**src/rtl/rr_hand_pkg.sv**
```systemverilog
// Shared helpers for the round-robin arbiter/dispatcher pair: FSM state
// encoding, pointer width and pointer wrap.
package rr_hand_pkg;

  typedef enum logic {
    IDLE = 1'b0,
    PKT  = 1'b1
  } rr_state_e;

  // Minimum 1 bit so a degenerate port count still yields a legal vector.
  function automatic int unsigned ptr_w(input int unsigned n);
    return (n < 2) ? 1 : $clog2(n);
  endfunction

  function automatic int unsigned ptr_wrap_inc(input int unsigned p, input int unsigned n);
    return (p + 1 >= n) ? 0 : p + 1;
  endfunction

endpackage

```
**src/rtl/rr_pick.sv**
```systemverilog
// Rotating first-one finder: lowest set bit of mask at or above ptr,
// wrapping from N-1 back to 0.
module rr_pick
  import rr_hand_pkg::*;
#(
  parameter int N = 8,
  parameter int W = 3
) (
  input  logic [N-1:0] mask,
  input  logic [W-1:0] ptr,
  output logic [W-1:0] idx,
  output logic         found
);

  // Scan from farthest to nearest so the nearest hit is the last write.
  always_comb begin
    idx   = '0;
    found = 1'b0;
    for (int i = N - 1; i >= 0; i--) begin
      if (mask[(int'(ptr) + i) % N]) begin
        idx   = W'((int'(ptr) + i) % N);
        found = 1'b1;
      end
    end
  end

endmodule

```
**src/rtl/round_robin_dispatcher_hand.sv**
```systemverilog
// Packet-level round-robin splitter: one valid/ready/last stream fanned out
// to REQ_NUM ports, whole packets per port, one registered output stage.
module round_robin_dispatcher_hand
  import rr_hand_pkg::*;
#(
  parameter int REQ_NUM = 8,
  parameter int DATA_W  = 1
) (
  input  logic               clk,
  input  logic               rstn,
  input  logic [REQ_NUM-1:0] port_en,
  input  logic               valid_in,
  output logic               ready_in,
  input  logic [DATA_W-1:0]  data_in,
  input  logic               last_in,
  output logic [REQ_NUM-1:0] valid_out,
  input  logic [REQ_NUM-1:0] ready_out,
  output logic [DATA_W-1:0]  data_out,
  output logic               last_out,
  output logic               busy
);

  localparam int PTR_W = ptr_w(REQ_NUM);

  rr_state_e         state, state_d;
  logic [PTR_W-1:0]  ptr, ptr_d, cur, cur_d;
  logic [PTR_W-1:0]  pick, tgt, sel_r;
  logic              found, locked;
  logic              vld_r, last_r;
  logic [DATA_W-1:0] data_r;
  logic              fire_in, out_fire;

  rr_pick #(.N(REQ_NUM), .W(PTR_W)) u_pick (
    .mask  (port_en),
    .ptr   (ptr),
    .idx   (pick),
    .found (found)
  );

  assign locked   = (state == PKT);
  assign tgt      = locked ? cur : pick;
  assign out_fire = vld_r && ready_out[sel_r];
  // Accept when a target exists and the output slot is free or draining now.
  assign ready_in = (locked || found) && (!vld_r || ready_out[sel_r]);
  assign fire_in  = valid_in && ready_in;

  always_comb begin
    state_d = state;
    ptr_d   = ptr;
    cur_d   = cur;
    case (state)
      IDLE: if (fire_in) begin
        if (last_in) ptr_d = PTR_W'(ptr_wrap_inc(32'(pick), REQ_NUM));
        else begin
          state_d = PKT;
          cur_d   = pick;
        end
      end
      PKT: if (fire_in && last_in) begin
        state_d = IDLE;
        ptr_d   = PTR_W'(ptr_wrap_inc(32'(cur), REQ_NUM));
      end
      default: state_d = IDLE;
    endcase
  end

  always_ff @(posedge clk or negedge rstn) begin
    if (!rstn) begin
      state <= IDLE;
      ptr   <= '0;
      cur   <= '0;
    end else begin
      state <= state_d;
      ptr   <= ptr_d;
      cur   <= cur_d;
    end
  end

  // Output stage: payload holds after drain; only the valid bit clears.
  always_ff @(posedge clk or negedge rstn) begin
    if (!rstn) begin
      vld_r  <= 1'b0;
      sel_r  <= '0;
      data_r <= '0;
      last_r <= 1'b0;
    end else if (fire_in) begin
      vld_r  <= 1'b1;
      sel_r  <= tgt;
      data_r <= data_in;
      last_r <= last_in;
    end else if (out_fire) begin
      vld_r  <= 1'b0;
    end
  end

  for (genvar i = 0; i < REQ_NUM; i++) begin : g_vld
    assign valid_out[i] = vld_r && (sel_r == PTR_W'(i));
  end

  assign data_out = data_r;
  assign last_out = last_r;
  assign busy     = locked;

endmodule
```
**config.mk**
```make
export PLATFORM = sky130hd
export DESIGN_NAME = round_robin_dispatcher_hand
export DESIGN_NICKNAME = d
export VERILOG_FILES = /design/src/rtl/rr_hand_pkg.sv /design/src/rtl/rr_pick.sv /design/src/rtl/round_robin_dispatcher_hand.sv
export SDC_FILE = /design/constraint.sdc
export NUM_CORES = 1
export LEC_CHECK = 0
export ABC_AREA = 1
export BUFFER_PORTS_ARGS = -buffer_cell sky130_fd_sc_hd__buf_2
export CELL_PAD_IN_SITES_DETAIL_PLACEMENT = 1
export CELL_PAD_IN_SITES_GLOBAL_PLACEMENT = 2
export CORE_UTILIZATION = 24
export DETAILED_ROUTE_END_ITERATION = 6
export GPL_TIMING_DRIVEN = 0
export PLACE_DENSITY = 0.8
export SLEW_MARGIN = 20
export SYNTH_ARGS = -nofsm -noshare
export SYNTH_HDL_FRONTEND = slang
export SYNTH_SLANG_ARGS = --single-unit
```
**constraint.sdc**
```tcl
create_clock -name clk -period 2.56 [get_ports clk]
set_input_delay 0.768 -clock clk [delete_from_list [all_inputs] [get_ports clk]]
set_output_delay 0.768 -clock clk [all_outputs]
set_load 0.05 [all_outputs]
```
==> results.json <==
{
  "status": "complete, but fails checks",
  "violations": "setup timing",
  "clkLatencyLatePin_ns": 0.24,
  "maxSlewHeadroom_pct": 77.2,
  "grt_max_degree": 14,
  "portBuffers": 32,
  "die_w_um": 78.4,
  "firstDrtPassIters": 4,
  "die_height_um": 78.4,
  "synth_top_area_cell": "dfrtp_1",
  "worst-setup-path-type": "register to primary output",
  "grt.overflow.total": 0,
  "period_needed_ns": 3.05,
  "pin_count": 33,
  "htreeDepth": 1,
  "finalSetupViolations": 8,
  "drtAntennaViolNets": 0,
  "layout_common_cells": "nand2_1, buf_2, buf_4",
  "grt_pass1_vias": 1782,
  "final.setup.worst_slack_ns": -0.487,
  "finalHoldViolCount": 0,
  "cts_tree": "yes",
  "num_vias": 1764,
  "hold_path.class": "primary input to async pin",
  "wl_met2_um": 2630,
  "clockBufferDepth": 2,
  "dieArea_sq_mm": 0.00615,
  "ys_types": 36,
  "dp_hpwl_um": 3440,
  "fillCellCount": 724,
  "drt-met1-wl_um": 2360,
  "ys.warnings.count": 0,
  "num_antenna_cells": 0,
  "maxUsedRoutingLayer": "met4",
  "design_area_sq_mm": 0.00228,
  "synth_nets": 254,
  "drt-vias-per-instance": 4.83,
  "final_common_cell": "nand2_1",
  "synth_area_per_cell_sq_um": 6.12,
  "worst_setup_path_start_kind": "register",
  "finalNetCount": 319,
  "numCtsBuffers": 3,
  "rsz0062_at_grt": "true",
  "maxSlewViolCount": 0,
  "start_util_pct": 25.2,
  "detail_route.wl_per_cell_um": 14.1,
  "drc": 0,
  "grt_pass1_wl_um": 8240,
  "synth.area.top_cells": "dfrtp_1, nand2_1, nand3_1",
  "root_buffer": "clkbuf_8",
  "skew_ns": 0.00323,
  "drv_cap": 0,
  "synth_top_area_share_pct": 23.2,
  "clock-sinks": 13,
  "track_usage_pct": 16.6,
  "cp.arrival_ns": 2.28,
  "fp-row-count": 27,
  "drtIter0Drc": 66,
  "synthCells": 229,
  "path_cells": "buf_6, inv_4, buf_12, ha_4, buf_6, nand3_4, nand3_2, nand2_1, nor2_2, nand2_1, nand3b_1, and2_4, buf_8",
  "clk_pin_slew_ns": 0.06,
  "critPathMaxStageDelay_ns": 0.36,
  "cp_num_buf_inv": 5,
  "wl_um": 5150,
  "ys_seq_area_share_pct": 23.2,
  "setup_tns_ns": -0.709,
  "critPathMaxFanout": 6,
  "cts_hold_buf": 0,
  "critPathTopFamily": "simple AND/OR/NAND/NOR gates",
  "slowest_stage": "dfrtp_1",
  "endpoint_kind": "primary output",
  "period_share_pct": 119,
  "fmax_ghz": 0.328,
  "r2r_cells": 20,
  "layout-drive-gt1-share_pct": 46.4,
  "worstPathRequired_ns": 1.79,
  "worstMarginPinSlew_ns": 0.341,
  "wl_met3_um": 81,
  "cp_num_cells": 13,
  "place_congestion": 0.807,
  "netlist_area_sq_mm": 0.00140,
  "antenna_found_initial": 0,
  "placed_cell_area_sq_mm": 0.00173,
  "core-area_sq_mm": 0.00557,
  "synth-seq-cells": 13,
  "areaGrowthSynthToFinish_pct": 62.3
}
state kept, by name, indices dropped and copies added, names as in the netlist, named ones only:
register and flops:
vld_r 1, last_out 1, ptr 3, sel_r 3, data_out 1, cur 3
area by class of cell:
cell class | instances | area, sq um | share of cell area [%]
repair buffers | 61 | 410 | 18.0
flip-flops and latches | 13 | 325 | 14.3
multi-input cells | 182 | 1230 | 53.9
well taps | 72 | 90.1 | 3.96
inverters | 29 | 131 | 5.77
plain buffers | 4 | 47.5 | 2.09
clock buffers | 4 | 45.0 | 1.98
layer usage:
metal	vias up	global-route usage, %
met5	-	0
met4	0	2.22
met3	10	2.09
met2	21	29.4
met1	869	21.9
li1	864	-
timing repair:
action / 4_1_cts / 5_1_grt
pin swaps: 11 / 20
setup endpoints to repair: 3 / 8
buffers inserted: 22 / 14
resized for setup: 28 / 43
through the flow:
step	cells	hold slack, ns	worst slack [ns]	util (%)
6_report	365	0.404	-0.487	40.8
3_5_place_dp	333	0.465	-0.505	31.0
3_3_place_gp	333	0.455	-0.501	31.0
2_1_floorplan	229	0.472	-0.0466	-
5_1_grt	365	0.422	-0.588	40.8
4_1_cts	358	0.416	-0.458	36.8
path summary, 6_finish.rpt:
| check | from | end | slack [ns] |
|---|---|---|---|
| min in group clk | last_out | last_out | 0.47 |
| hold / removal | rstn | sel_r[2] | 0.40 |
| hold reg to reg | last_out | last_out | 0.47 |
| setup reg to reg | ptr[0] | ptr[1] | -0.10 |
| setup / recovery | ptr[0] | ready_in | -0.49 |
| max in group asynchronous | rstn | sel_r[0] | 1.93 |
logic make-up (layout without fill, tap and decap cells):
kind of cell / Yosys count / count (layout) / share of synthesized area (%)
XOR/XNOR: 2 / 2 / 1.25
adder cells (fa/ha/maj): 4 / 4 / 3.57
flip-flops: 13 / 13 / 23.2
AND/OR/NAND/NOR: 151 / 151 / 49.9
buffers and inverters: 34 / 98 / 10.9
AO/OA/AOI/OAI: 24 / 24 / 10.5
multiplexers: 1 / 1 / 0.714
synth_stat cells, drive strengths merged:
master and number:
inv 28, o21ai 6, o211ai 1, ha 4, clkinv 1, nor2 21, nand3b 1, o21bai 1
nand3 39, nand4 1, nor3 3, o31ai 1, a21oi 10, nand2 85, dfrtp 13, buf 5
a21boi 1, a22oi 1, o21a 1, a211oi 2, and2 1, xnor2 1, xor2 1, mux2i 1
Power is left out: the tool's default activity adds up to more than one toggle a clock period on the data nets, which glitch-free logic cannot reach.
